$ cat src/rtl/ram_arbiter.sv
// Two-master arbiter in front of a single-port registered RAM: master 0 (CPU)
// and master 1 (screen fill/DMA), with round-robin or starvation-escalated fixed priority.
module ram_arbiter #(
    parameter int WIDTH      = 16,
    parameter int ADDR_W     = 15,
    parameter int FIXED_PRIO = 0,
    parameter int MAX_WAIT   = 8
) (
    input  logic              CPUclk,
    input  logic              rst,

    input  logic              m0_req,
    input  logic              m0_we,
    input  logic [ADDR_W-1:0] m0_addr,
    input  logic [WIDTH-1:0]  m0_wdata,
    output logic              m0_gnt,
    output logic              m0_rvalid,
    output logic [WIDTH-1:0]  m0_rdata,

    input  logic              m1_req,
    input  logic              m1_we,
    input  logic [ADDR_W-1:0] m1_addr,
    input  logic [WIDTH-1:0]  m1_wdata,
    output logic              m1_gnt,
    output logic              m1_rvalid,
    output logic [WIDTH-1:0]  m1_rdata,

    output logic [ADDR_W-1:0] ram_addr,
    output logic [WIDTH-1:0]  ram_wdata,
    output logic              ram_we,
    input  logic [WIDTH-1:0]  ram_rdata
);

    localparam logic [7:0] MaxWait = 8'(MAX_WAIT);

    logic       lastGnt_q, lastGnt_d;
    logic [7:0] waitCnt_q, waitCnt_d;
    logic       rdValid0_q, rdValid0_d;
    logic       rdValid1_q, rdValid1_d;
    logic       gnt0, gnt1;

    // lastGnt_q holds the index of the most recently granted master
    always_comb begin
        gnt0 = 1'b0;
        gnt1 = 1'b0;
        if (!rst) begin
            if (m0_req && m1_req) begin
                if (FIXED_PRIO != 0) begin
                    if (waitCnt_q == MaxWait) gnt1 = 1'b1;
                    else                      gnt0 = 1'b1;
                end else if (lastGnt_q) begin
                    gnt0 = 1'b1;
                end else begin
                    gnt1 = 1'b1;
                end
            end else begin
                gnt0 = m0_req;
                gnt1 = m1_req;
            end
        end
    end

    always_comb begin
        ram_addr  = '0;
        ram_wdata = '0;
        ram_we    = 1'b0;
        if (gnt0) begin
            ram_addr  = m0_addr;
            ram_wdata = m0_wdata;
            ram_we    = m0_we;
        end else if (gnt1) begin
            ram_addr  = m1_addr;
            ram_wdata = m1_wdata;
            ram_we    = m1_we;
        end
    end

    always_comb begin
        lastGnt_d = lastGnt_q;
        if (gnt0)      lastGnt_d = 1'b0;
        else if (gnt1) lastGnt_d = 1'b1;

        waitCnt_d = '0;
        if (FIXED_PRIO != 0 && m1_req && !gnt1) begin
            waitCnt_d = (waitCnt_q == MaxWait) ? waitCnt_q : waitCnt_q + 8'd1;
        end

        rdValid0_d = gnt0 && !m0_we;
        rdValid1_d = gnt1 && !m1_we;
    end

    always_ff @(posedge CPUclk) begin
        if (rst) begin
            lastGnt_q  <= 1'b1;
            waitCnt_q  <= '0;
            rdValid0_q <= 1'b0;
            rdValid1_q <= 1'b0;
        end else begin
            lastGnt_q  <= lastGnt_d;
            waitCnt_q  <= waitCnt_d;
            rdValid0_q <= rdValid0_d;
            rdValid1_q <= rdValid1_d;
        end
    end

    // Masking with rst drops a read whose data would land in the first reset cycle
    assign m0_gnt    = gnt0;
    assign m1_gnt    = gnt1;
    assign m0_rvalid = rdValid0_q && !rst;
    assign m1_rvalid = rdValid1_q && !rst;
    assign m0_rdata  = m0_rvalid ? ram_rdata : '0;
    assign m1_rdata  = m1_rvalid ? ram_rdata : '0;

endmodule
$ cat config.mk
export PLATFORM = sky130hd
export DESIGN_NAME = ram_arbiter
export DESIGN_NICKNAME = d
export VERILOG_FILES = /design/src/rtl/ram_arbiter.sv
export SDC_FILE = /design/constraint.sdc
export NUM_CORES = 1
export LEC_CHECK = 0
export ABC_AREA = 1
export BUFFER_PORTS_ARGS = -buffer_cell sky130_fd_sc_hd__buf_2
export CAP_MARGIN = 25
export CORE_MARGIN = 2
export CORE_UTILIZATION = 27
export DETAILED_ROUTE_END_ITERATION = 7
export GPL_TIMING_DRIVEN = 1
export PLACE_DENSITY = 0.78
export SLEW_MARGIN = 20
export SYNTH_ARGS = -nofsm -noshare
export SYNTH_HDL_FRONTEND = slang
export SYNTH_SLANG_ARGS = --single-unit
$ cat constraint.sdc
create_clock -name CPUclk -period 0.8 [get_ports CPUclk]
set_input_delay 0.04 -clock CPUclk [delete_from_list [all_inputs] [get_ports CPUclk]]
set_output_delay 0.04 -clock CPUclk [all_outputs]
set_load 0.05 [all_outputs]
==> results of run 1 <==
## cell usage after synthesis
cell / number / share of area
sky130_fd_sc_hd__nand2_1: 35 / 0.13
sky130_fd_sc_hd__buf_2: 3 / 0.015
sky130_fd_sc_hd__dfxtp_1: 3 / 0.060
sky130_fd_sc_hd__inv_4: 1 / 0.0063
sky130_fd_sc_hd__nor2_1: 36 / 0.14
sky130_fd_sc_hd__nand2_4: 2 / 0.023
sky130_fd_sc_hd__nand4_1: 32 / 0.20
sky130_fd_sc_hd__nand2_2: 1 / 0.0063
sky130_fd_sc_hd__buf_6: 11 / 0.12
sky130_fd_sc_hd__nor3_1: 3 / 0.015
sky130_fd_sc_hd__nand3_1: 32 / 0.16
sky130_fd_sc_hd__inv_1: 21 / 0.079
sky130_fd_sc_hd__nor2_4: 1 / 0.011
sky130_fd_sc_hd__buf_4: 4 / 0.030
## through the flow
| step | setup TNS (ns) | instances | utilization |
|---|---|---|---|
| 2_1_floorplan | -7.156 | 185 | - |
| 3_3_place_gp | -14.59 | 387 | 0.7210 |
| 3_5_place_dp | -15.29 | 387 | 0.7210 |
| 4_1_cts | -24.06 | 395 | 0.9441 |
## timing repair
| item | in CTS |
|---|---|
| setup endpoints to repair | 71 |
| gates resized for setup | 200 |
| setup buffers | 2 |
| pin swaps | 7 |
| hold buffers | 0 |
| gates cloned | 2 |
## cells by family after synthesis
| family | after synthesis | share of synthesized area |
|---|---|---|
| and+or+nand+nor | 142 | 0.6847 |
| buffers and inverters | 40 | 0.2550 |
| DFF | 3 | 0.06030 |
==> results.py, run 1 <==
metrics = {
    "outcome": {
        "lastStage": "5_1_grt",
        "error": "[ERROR DPL-0038] Utilization greater than 100%, impossible to legalize",
        "status": "stopped before the end",
    },
    "cts": {
        "clock-root-buffer": "sky130_fd_sc_hd__clkbuf_8",
        "cts_inserted_buffers": 3,
        "cts.sinks": 3,
        "cts_htree_levels": 1,
        "cts_buffer_depth": 2,
    },
    "synth": {
        "mappedNetlistArea_um2": 996.0,
        "ff_latch_count_synth": 3,
        "synth_nets": 269,
        "number_of_distinct_standard_cells_referenced_by_the_synthesized_netlist": 14,
        "seq_area_frac_synth": 0.06030,
        "syn_avg_cell_area_um2": 5.384,
        "postSynthCellCount": 185,
        "ys_warn_count": 0,
    },
    "floorplanning": {
        "initial_utilization": 0.2762,
        "io_pins": 152,
        "die_h_um": 64.74,
        "rows": 22,
        "fp.dieW_um": 64.74,
    },
    "timing": {
        "postGrtWorstEndpoint": "ram_addr[0]",
        "timing.worst_endpoint.kind": "primary output",
    },
    "place": {
        "io_buffer_count": 151,
        "globalplace.congestion": 0.7406,
        "hpwl_mm": 3.657,
        "detailedPlace.worstSlack_ns": -0.3473,
        "detailed_place.area_um2": 2600,
    },
    "grt": {
        "grt_start_max_net_pins": 26,
    },
}
==> run 2, diff against run 1 <==
- CORE_UTILIZATION: 27 -> 20
- PLACE_DENSITY: 0.78 -> unset
- PLACE_DENSITY_LB_ADDON: unset -> 0.15
- clock period: 0.8 -> 1 ns (I/O delays scaled with it)
==> run 2 against run 1 <==
- the flow now finishes, with violations (negative setup slack)
- synthesized cell count unchanged
- area after synthesis unchanged
==> results.py, run 2 <==
metrics = {
    "synth": {
        "syn_avg_cell_area_um2": 5.384,
        "yosys.area.top_type": "sky130_fd_sc_hd__nand4_1",
        "synth_top_area_share": 0.2010,
        "ys_warn_count": 0,
        "seq_area_frac_synth": 0.06030,
        "ff_latch_count_synth": 3,
        "number_of_distinct_standard_cells_referenced_by_the_synthesized_netlist": 14,
        "postSynthCellCount": 185,
        "post_synth_edffs": 0,
        "synth_nets": 269,
        "synth-async-reset-ratio": 0,
        "synth.most_common_cell": "sky130_fd_sc_hd__nor2_1",
        "mappedNetlistArea_um2": 996.0,
        "synth_top_cells_by_count": "sky130_fd_sc_hd__nor2_1, sky130_fd_sc_hd__nand2_1, sky130_fd_sc_hd__nand3_1, sky130_fd_sc_hd__nand4_1, sky130_fd_sc_hd__inv_1",
        "ys.flop_type": "sky130_fd_sc_hd__dfxtp_1",
        "ys_top_cells_by_area": "sky130_fd_sc_hd__nand4_1, sky130_fd_sc_hd__nand3_1, sky130_fd_sc_hd__nor2_1",
    },
    "place": {
        "io_buffer_count": 151,
        "numPlacedInstances": 406,
        "globalplace.congestion": 0.7132,
        "hpwl_mm": 3.704,
    },
    "floorplanning": {
        "core_area_um2": 4755,
        "initial_utilization": 0.2095,
        "rows": 25,
        "die_h_um": 74.57,
        "floorplan.die_area_um2": 5560,
        "io_pins": 152,
        "fp.dieW_um": 74.57,
    },
    "pwr": {
        "irDropWorstVdd_mv": 0.4157,
        "pwr_density_cell_nw_per_um2": 621.3,
        "cellLeakagePower_nw": 1.620,
    },
    "hold_path": {
        "worstHoldStart": "m1_we",
        "hold_depth": 2,
        "worst_hold_path_type": "in2reg",
    },
    "drt": {
        "avgRoutedWirePerCell_um": 16.23,
        "wl_mm": 6.866,
        "drt.antenna.violating_nets": 0,
        "detail_route.vias_per_cell": 4.835,
        "firstDrtPassIters": 4,
        "detail_route.iter0.violations": 42,
        "detailroute.via_count": 2045,
        "drc_errors": 0,
    },
    "timing": {
        "actual_slew_at_the_worst_max_slew_pin_ns": 0.3133,
        "clock_skews_ns": 0.0008520,
        "rsz0062_at_grt": "true",
        "setup-violations-final": 69,
        "finalCritPeriodShare": 1.278,
        "clock.fmax_mhz": 782.3,
        "slew-limit-headroom": 0.7910,
        "layout_min_cycle_time_ns": 1.278,
        "drv_slew": 0,
        "final_critical_path_setup_slack_ns": -0.2782,
        "hold_violations": 0,
    },
    "worst_setup_path": {
        "worst_path_max_delay_cell": "sky130_fd_sc_hd__dfxtp_4",
        "cp_data_required_time_ns": 0.95,
        "worst_setup_path_end_kind": "primary output",
        "timing.critical_path.from": "lastGnt_q",
        "worstSetupStartpointType": "register",
        "ff2ff_path_depth": 6,
        "cp_max_stage_delay_ns": 0.38,
        "launching_point_of_the_worst_reg2reg_path": "lastGnt_q",
        "reg2reg_setup_slack_ns": -0.02,
        "path_class": "reg2out",
        "critPathArrivalTime_ns": 1.23,
        "critical_path.max_fanout": 9,
        "path_cells": "inv_4 > nand2_8 > buf_12 > nand3_2 > nand2_4 > buf_8",
    },
    "flow_run": {
        "maxCapViolCount": 0,
    },
    "cts": {
        "tritoncts": "built",
        "clock-root-buffer": "sky130_fd_sc_hd__clkbuf_8",
        "clkSlewWorstSetupHoldPaths_ns": 0.03,
        "cts_htree_levels": 1,
        "ctsHoldBuffers": 0,
        "cts.sinks": 3,
        "cts_inserted_buffers": 3,
        "cts_buffer_depth": 2,
        "worst_skew_late_latency_ns": 0.22,
    },
    "outcome": {
        "status": "finished, violations left",
        "failing_checks": "negative setup slack",
    },
    "layout": {
        "final-instance-count-excl-fill": 423,
        "antenna_cells": 0,
        "final_cell_mix": "sky130_fd_sc_hd__buf_2, sky130_fd_sc_hd__buf_8, sky130_fd_sc_hd__nor2_4",
        "final_core_util": 0.7558,
        "layout-area-overhead-vs-synth_pct": 260.8,
        "final_layout_size_suffix_gt1_frac": 0.8483,
        "layout_nets": 441,
        "reg.largest.list": "lastGnt_q: 1 flops, rdValid0_q: 1 flops, rdValid1_q: 1 flops",
        "mostFrequentLayoutCell": "sky130_fd_sc_hd__buf_2",
    },
    "grt": {
        "initial_antenna_violation_count": 0,
        "grt_start_max_net_pins": 23,
        "globalRouteTotalUtil": 0.2101,
        "grt_pass1_vias": 1936,
        "globalRouteOverflowTotal": 0,
        "grt_first_pass_wirelength_mm": 9.163,
    },
}
[run 2: cell counts after synthesis]
No cell type changed its count.
[run 2: final cells by class]
cell class / instances / area [µm²]
timing repair buffer: 181 / 1789
inverter: 22 / 95.09
tap: 67 / 83.83
multi-input combinational: 146 / 1509
clock buffer: 4 / 45.04
sequential: 3 / 71.32
fill: 338 / 1161
[run 2: worst paths after layout]
kind	end
max	ram_addr[8]
min	rdValid1_q
max reg2reg	lastGnt_q
min reg2reg	lastGnt_q
[run 2: report_power, final]
group	internal [mW]	switching, mW
logic	0.725	1.00
registers	0.124	0.0182
clock network	0.273	0.0908
total	1.12	1.11
[run 2: metrics by stage]
step                area, µm²  hold slack (ns)  setup WS (ns)  total power, mW  TNS [ns]
global placement         2252           0.2373        -0.1630            1.308    -6.882
CTS                      3299        0.0008890        -0.3209            2.088    -12.59
detailed placement       2252           0.2354        -0.1647            1.312    -6.914
global route             3593         0.002311        -0.3090            2.330    -14.23
finish                   3593        0.0004891        -0.2782            2.233    -12.00
floorplan                1361           0.1268        -0.1186           0.9519    -1.708
[run 2: what timing repair did]
item | CTS | global route
pin swaps | 4 | 20
cloned | 5 | 3
endpoints found under the setup margin | 69 | 70
gates resized for setup | 240 | 63
setup buffers | 7 | 1
hold endpoints to repair | 0 | 0
[run 2: critical path, delay by kind of cell, from the launching register on]
| kind | cells | cell delay [ns] |
|---|---|---|
| DFF | 1 | 0.38 |
| buffers and inverters | 3 | 0.33 |
| and+or+nand+nor | 3 | 0.28 |
[run 2: kinds of logic (layout without fill, tap and decap cells)]
logic type,Yosys count,after routing,synth area share
flip-flops,3,3,0.06030
AND/OR/NAND/NOR,142,146,0.6847
buffers and inverters,40,207,0.2550
[run 2: per-layer routing]
metal,routed length [µm],vias up,global-route usage
met5,0,-,0
met4,116,0,0.04563
met3,475,12,0.04472
met2,3935,96,0.4041
met1,2338,961,0.2347
li1,-,976,-
Power figures use the tool's default switching activity.
==> run 3, diff against run 2 <==
- ABC_AREA: 1 -> unset
==> run 3 against run 2 <==
- the flow still finishes with violations (negative setup slack)
- via count decreased by 11%
- area after synthesis increased by 9.9%
- synthesized cell count shrank 13%
- sequential power decreased by 6%
- register-to-register slack better by 0.02 ns
- core utilization down 7.8 points
- global-route usage down 2.9 points
- critical endpoint is now ram_wdata[3]
==> results.py, run 3 <==
metrics = {
    "drt": {
        "wl_mm": 5.683,
        "detailroute.via_count": 1820,
        "avgRoutedWirePerCell_um": 14.68,
        "drc_errors": 0,
        "detail_route.iter0.violations": 51,
        "drt.antenna.violating_nets": 0,
        "firstDrtPassIters": 4,
        "detail_route.vias_per_cell": 4.703,
    },
    "synth": {
        "number_of_distinct_standard_cells_referenced_by_the_synthesized_netlist": 14,
        "yosys.area.top_type": "sky130_fd_sc_hd__nand2b_1",
        "postSynthCellCount": 161,
        "post_synth_edffs": 0,
        "synth_nets": 245,
        "syn_avg_cell_area_um2": 6.800,
        "synth-async-reset-ratio": 0,
        "ys.flop_type": "sky130_fd_sc_hd__dfxtp_1",
        "synth.most_common_cell": "sky130_fd_sc_hd__nand2b_1",
        "synth_top_area_share": 0.3657,
        "mappedNetlistArea_um2": 1095,
        "ys_top_cells_by_area": "sky130_fd_sc_hd__nand2b_1, sky130_fd_sc_hd__o32ai_1, sky130_fd_sc_hd__and2_1",
        "seq_area_frac_synth": 0.05486,
        "ff_latch_count_synth": 3,
        "ys_warn_count": 0,
        "synth_top_cells_by_count": "sky130_fd_sc_hd__nand2b_1, sky130_fd_sc_hd__and2_1, sky130_fd_sc_hd__o32ai_1",
    },
    "hold_path": {
        "hold_depth": 2,
        "worst_hold_path_type": "in2reg",
        "worstHoldStart": "m1_we",
        "hold_ep": "rdValid1_q",
    },
    "timing": {
        "finalCritPeriodShare": 1.359,
        "actual_slew_at_the_worst_max_slew_pin_ns": 0.2311,
        "setup_total_negative_slack_ns": -16.91,
        "final_critical_path_setup_slack_ns": -0.3587,
        "clock.fmax_mhz": 736.0,
        "drv_slew": 0,
        "worst_hold_slack_ns": 0.01374,
        "rsz0062_at_grt": "true",
        "setup-violations-final": 68,
        "hold_violations": 0,
        "layout_min_cycle_time_ns": 1.359,
        "slew-limit-headroom": 0.8445,
        "clock_skews_ns": 0.002404,
    },
    "grt": {
        "grt_start_max_net_pins": 37,
        "grt_first_pass_wirelength_mm": 9.059,
        "initial_antenna_violation_count": 0,
        "globalRouteOverflowTotal": 0,
        "grt_pass1_vias": 1884,
        "globalRouteTotalUtil": 0.1811,
    },
    "cts": {
        "cts_inserted_buffers": 3,
        "cts_buffer_depth": 2,
        "cts.sinks": 3,
        "clkSlewWorstSetupHoldPaths_ns": 0.03,
        "ctsHoldBuffers": 0,
        "tritoncts": "built",
        "cts_htree_levels": 1,
        "clock-root-buffer": "sky130_fd_sc_hd__clkbuf_8",
        "worst_skew_late_latency_ns": 0.22,
    },
    "worst_setup_path": {
        "worst_setup_path_end_kind": "primary output",
        "critical_path.max_fanout": 6,
        "launching_point_of_the_worst_reg2reg_path": "lastGnt_q",
        "critPathArrivalTime_ns": 1.31,
        "ff2ff_path_depth": 3,
        "path_cells": "a21bo_4 > clkbuf_16 > o32ai_4 > buf_6",
        "worstSetupStartpointType": "register",
        "cp_data_required_time_ns": 0.95,
        "path_class": "reg2out",
        "cp_max_stage_delay_ns": 0.33,
        "reg2reg_setup_slack_ns": 0,
        "worst_path_max_delay_cell": "sky130_fd_sc_hd__dfxtp_2",
        "critical_path.reg2reg.endpoint": "lastGnt_q",
    },
    "floorplanning": {
        "io_pins": 152,
        "die_h_um": 77.99,
        "core_area_um2": 5205,
        "rows": 26,
        "floorplan.die_area_um2": 6082,
        "initial_utilization": 0.2103,
        "fp.dieW_um": 77.99,
    },
    "layout": {
        "layout_nets": 402,
        "antenna_cells": 0,
        "final_layout_size_suffix_gt1_frac": 0.7729,
        "layout.area.seq_um2": 61.31,
        "multi_input_comb_area_um2": 1664,
        "reg.largest.list": "lastGnt_q: 1 flops, rdValid0_q: 1 flops, rdValid1_q: 1 flops",
        "design_area_um2": 3526,
        "mostFrequentLayoutCell": "sky130_fd_sc_hd__buf_2",
        "final_cell_mix": "sky130_fd_sc_hd__buf_2, sky130_fd_sc_hd__nand2b_1, sky130_fd_sc_hd__buf_6",
        "layout-area-overhead-vs-synth_pct": 222.1,
        "n_fill_cell": 416,
    },
    "place": {
        "globalplace.congestion": 0.7797,
        "detailed_place.area_um2": 2799,
        "hpwl_mm": 4.037,
        "io_buffer_count": 151,
    },
    "pwr": {
        "cellLeakagePower_nw": 1.432,
        "pwr_density_cell_nw_per_um2": 620.1,
        "irDropWorstVdd_mv": 0.4159,
    },
    "outcome": {
        "failing_checks": "negative setup slack",
        "status": "finished, violations left",
    },
    "flow_run": {
        "maxCapViolCount": 0,
    },
}
-- run 3: cell families after synthesis --
kind of cell / Yosys count / share of synthesized area
AO/OA/AOI/OAI: 34 / 0.2731
buffers and inverters: 21 / 0.08343
flip-flops: 3 / 0.05486
AND/OR/NAND/NOR: 103 / 0.5886
-- run 3: report_power, final --
| group | internal (mW) | switching [mW] | leakage (nW) |
|---|---|---|---|
| logic | 0.771 | 0.930 | 1.39 |
| registers | 0.128 | 0.00549 | 0.0245 |
| clock network | 0.272 | 0.0800 | 0.0228 |
| total | 1.17 | 1.02 | 1.43 |
-- run 3: stage by stage --
step                total power [mW]  cells    util  setup WS [ns]
floorplan                      1.244    161       -        -0.2419
global placement               1.602    378  0.5377        -0.2055
detailed placement             1.614    378  0.5377        -0.2345
CTS                            2.186    386  0.6712        -0.3681
global route                   2.294    387  0.6774        -0.3987
finish                         2.187    387  0.6774        -0.3587
-- run 3: cell type report --
class,instances,area share
Multi-Input combinational cell,137,0.4720
Inverter,1,0.001419
Timing Repair Buffer,172,0.4716
Sequential cell,3,0.01739
Clock buffer,4,0.01278
Tap cell,70,0.02484
-- run 3: layer usage --
layer  up-vias  wire [µm]  track usage
met2        99       3066       0.3595
met3         4        506      0.04651
met5         -          0            0
li1        886          -            -
met1       831       2070       0.1930
met4         0         40      0.02632
-- run 3: worst max path at each step --
| stage | from | to | slack (ns) | depth (start not counted) |
|---|---|---|---|---|
| after floorplan | lastGnt_q | ram_addr[0] | -0.24 | 4 |
| after global placement | lastGnt_q | ram_wdata[15] | -0.21 | 4 |
| after detailed placement | lastGnt_q | ram_we | -0.23 | 4 |
| after CTS | lastGnt_q | ram_addr[1] | -0.37 | 4 |
| after global routing | lastGnt_q | ram_wdata[12] | -0.40 | 4 |
| final | lastGnt_q | ram_wdata[3] | -0.36 | 4 |
-- run 3: critical path, delay by kind of cell (launching register included) --
kind | cells | cell delay (ns)
compound gates | 2 | 0.37
flops | 1 | 0.33
buf+inv | 2 | 0.38
-- run 3: what timing repair did --
action	CTS	global route
resized for setup	181	8
cloned	2	1
endpoints found under the setup margin	69	69
pin swaps	13	3
buffers inserted	2	1
==> run 4, diff against run 3 <==
- CORE_ASPECT_RATIO: unset -> 0.75
- PLACE_DENSITY_LB_ADDON: 0.15 -> unset
==> run 4 against run 3 <==
- the flow still finishes with violations (negative setup slack)
- flip-flop and latch count did not move
- non-clock buffer count up 7
- wire length rose by 4.0%
- sequential share of layout area grew 0.089 points
- via count is 2.2% higher
- global-route usage down 0.89 points
- register-to-register slack about the same
- fmax fell by 1.2%
- sequential power is essentially flat
- die area is 0.10% higher
- clock skew is essentially flat
- critical path type unchanged
- critical endpoint is now ram_wdata[14]
- largest power group unchanged
==> results.py, run 4 (synthesized netlist as in run 3, its figures left out) <==
metrics = {
    "outcome": {
        "status": "finished, violations left",
        "failing_checks": "negative setup slack",
    },
    "worst_setup_path": {
        "critical_path.reg2reg.endpoint": "rdValid0_q",
        "cp_max_stage_delay_ns": 0.36,
        "critical_path.max_fanout": 8,
        "launching_point_of_the_worst_reg2reg_path": "lastGnt_q",
        "timing.critical_path.from": "lastGnt_q",
        "worstSetupStartpointType": "register",
        "worst_path_max_delay_cell": "sky130_fd_sc_hd__dfxtp_4",
        "path_class": "reg2out",
        "reg2reg_setup_slack_ns": 0.01,
        "ff2ff_path_depth": 4,
        "path_cells": "nor2b_4 > buf_12 > buf_4 > o32ai_4 > buf_6",
        "cp_data_required_time_ns": 0.95,
        "worst_setup_path_end_kind": "primary output",
        "critPathArrivalTime_ns": 1.32,
        "worst_setup_path_endpoint": "ram_wdata[14]",
    },
    "floorplanning": {
        "rows": 23,
        "die_h_um": 68.08,
        "core_area_um2": 5324,
        "initial_utilization": 0.2056,
        "fp.dieW_um": 89.43,
        "io_pins": 152,
        "floorplan.die_area_um2": 6088,
    },
    "timing": {
        "layout_min_cycle_time_ns": 1.375,
        "hold_violations": 0,
        "setup-violations-final": 68,
        "clock_skews_ns": 0.002227,
        "drv_slew": 0,
        "final_critical_path_setup_slack_ns": -0.3749,
        "worst_hold_slack_ns": 0.01026,
        "finalCritPeriodShare": 1.375,
        "slew-limit-headroom": 0.8487,
        "actual_slew_at_the_worst_max_slew_pin_ns": 0.2270,
        "rsz0062_at_grt": "true",
        "clock.fmax_mhz": 727.3,
    },
    "hold_path": {
        "worst_hold_path_type": "in2reg",
        "hold_depth": 2,
        "worstHoldStart": "m1_we",
    },
    "drt": {
        "firstDrtPassIters": 4,
        "drt.antenna.violating_nets": 0,
        "detailroute.via_count": 1860,
        "wl_mm": 5.912,
        "detail_route.vias_per_cell": 4.662,
        "avgRoutedWirePerCell_um": 14.82,
        "drc_errors": 0,
        "detail_route.iter0.violations": 32,
    },
    "place": {
        "numPlacedInstances": 380,
        "hpwl_mm": 3.773,
        "io_buffer_count": 151,
        "detailed_place.area_um2": 2758,
        "globalplace.congestion": 0.7018,
        "detailedPlace.worstSlack_ns": -0.2470,
    },
    "cts": {
        "ctsHoldBuffers": 0,
        "tritoncts": "built",
        "clock-root-buffer": "sky130_fd_sc_hd__clkbuf_8",
        "cts.sinks": 3,
        "cts_htree_levels": 1,
        "cts_inserted_buffers": 3,
        "cts_buffer_depth": 2,
        "clkSlewWorstSetupHoldPaths_ns": 0.03,
        "worst_skew_late_latency_ns": 0.21,
    },
    "grt": {
        "grt_pass1_vias": 1763,
        "globalRouteTotalUtil": 0.1723,
        "grt_start_max_net_pins": 40,
        "grt_first_pass_wirelength_mm": 8.376,
        "globalRouteOverflowTotal": 0,
        "initial_antenna_violation_count": 0,
    },
    "layout": {
        "layout.area.seq_um2": 66.31,
        "mostFrequentLayoutCell": "sky130_fd_sc_hd__buf_2",
        "design_area_um2": 3628,
        "final_cell_mix": "sky130_fd_sc_hd__buf_2, sky130_fd_sc_hd__nand2b_1, sky130_fd_sc_hd__buf_6",
        "multi_input_comb_area_um2": 1675,
        "antenna_cells": 0,
        "final-instance-count-excl-fill": 399,
        "n_fill_cell": 412,
        "reg.largest.list": "lastGnt_q: 1 flops, rdValid0_q: 1 flops, rdValid1_q: 1 flops",
        "final_layout_size_suffix_gt1_frac": 0.7932,
        "layout-area-overhead-vs-synth_pct": 231.4,
        "layout_nets": 409,
    },
    "pwr": {
        "pwr_density_cell_nw_per_um2": 610.0,
        "cellLeakagePower_nw": 1.486,
        "irDropWorstVdd_mv": 0.3085,
        "power_after_layout_mw": 2.213,
    },
    "flow_run": {
        "maxCapViolCount": 0,
    },
}
-- run 4: worst max-delay path: cells and delay by family (launching register included) --
kind / cells / cell delay (ns)
compound gates: 1 / 0.20
buf+inv: 3 / 0.48
simple gates: 1 / 0.06
flops: 1 / 0.36
-- run 4: what timing repair did --
| action | CTS | global route |
|---|---|---|
| gates resized for setup | 174 | 33 |
| setup endpoints to repair | 70 | 71 |
| gates cloned | 5 | 2 |
| setup buffers | 4 | 9 |
| pin swaps | 4 | 26 |
-- run 4: where the power goes --
part	leakage [nW]	internal, mW	switching, mW
Combinational	1.44	0.790	0.939
Sequential	0.0257	0.127	0.00574
Clock	0.0228	0.272	0.0790
Total	1.49	1.19	1.02
-- run 4: stage by stage --
stage / setup TNS [ns] / util
after floorplan: -7.661 / -
after global placement: -8.551 / 0.5180
after detailed placement: -9.005 / 0.5180
after CTS: -20.79 / 0.6660
after global routing: -21.56 / 0.6816
final: -18.54 / 0.6816
-- run 4: worst min path at each step --
stage,end
2_1_floorplan,rdValid1_q
3_3_place_gp,rdValid1_q
3_5_place_dp,rdValid1_q
4_1_cts,rdValid1_q
5_1_grt,rdValid0_q
6_report,rdValid1_q
-- run 4: per-layer routing --
metal,vias up,part of all wire,global-route usage
li1,905,-,-
met1,866,0.39,0.2108
met2,85,0.51,0.3148
met3,4,0.095,0.03981
met4,0,0.0064,0.02425
met5,-,0,0
-- run 4: cell type report --
| class | instances | area share |
|---|---|---|
| repair buffers | 179 | 0.4803 |
| clock buffers | 4 | 0.01241 |
| multi-input cells | 137 | 0.4617 |
| inverters | 1 | 0.001379 |
| well taps | 75 | 0.02586 |
| flip-flops and latches | 3 | 0.01828 |
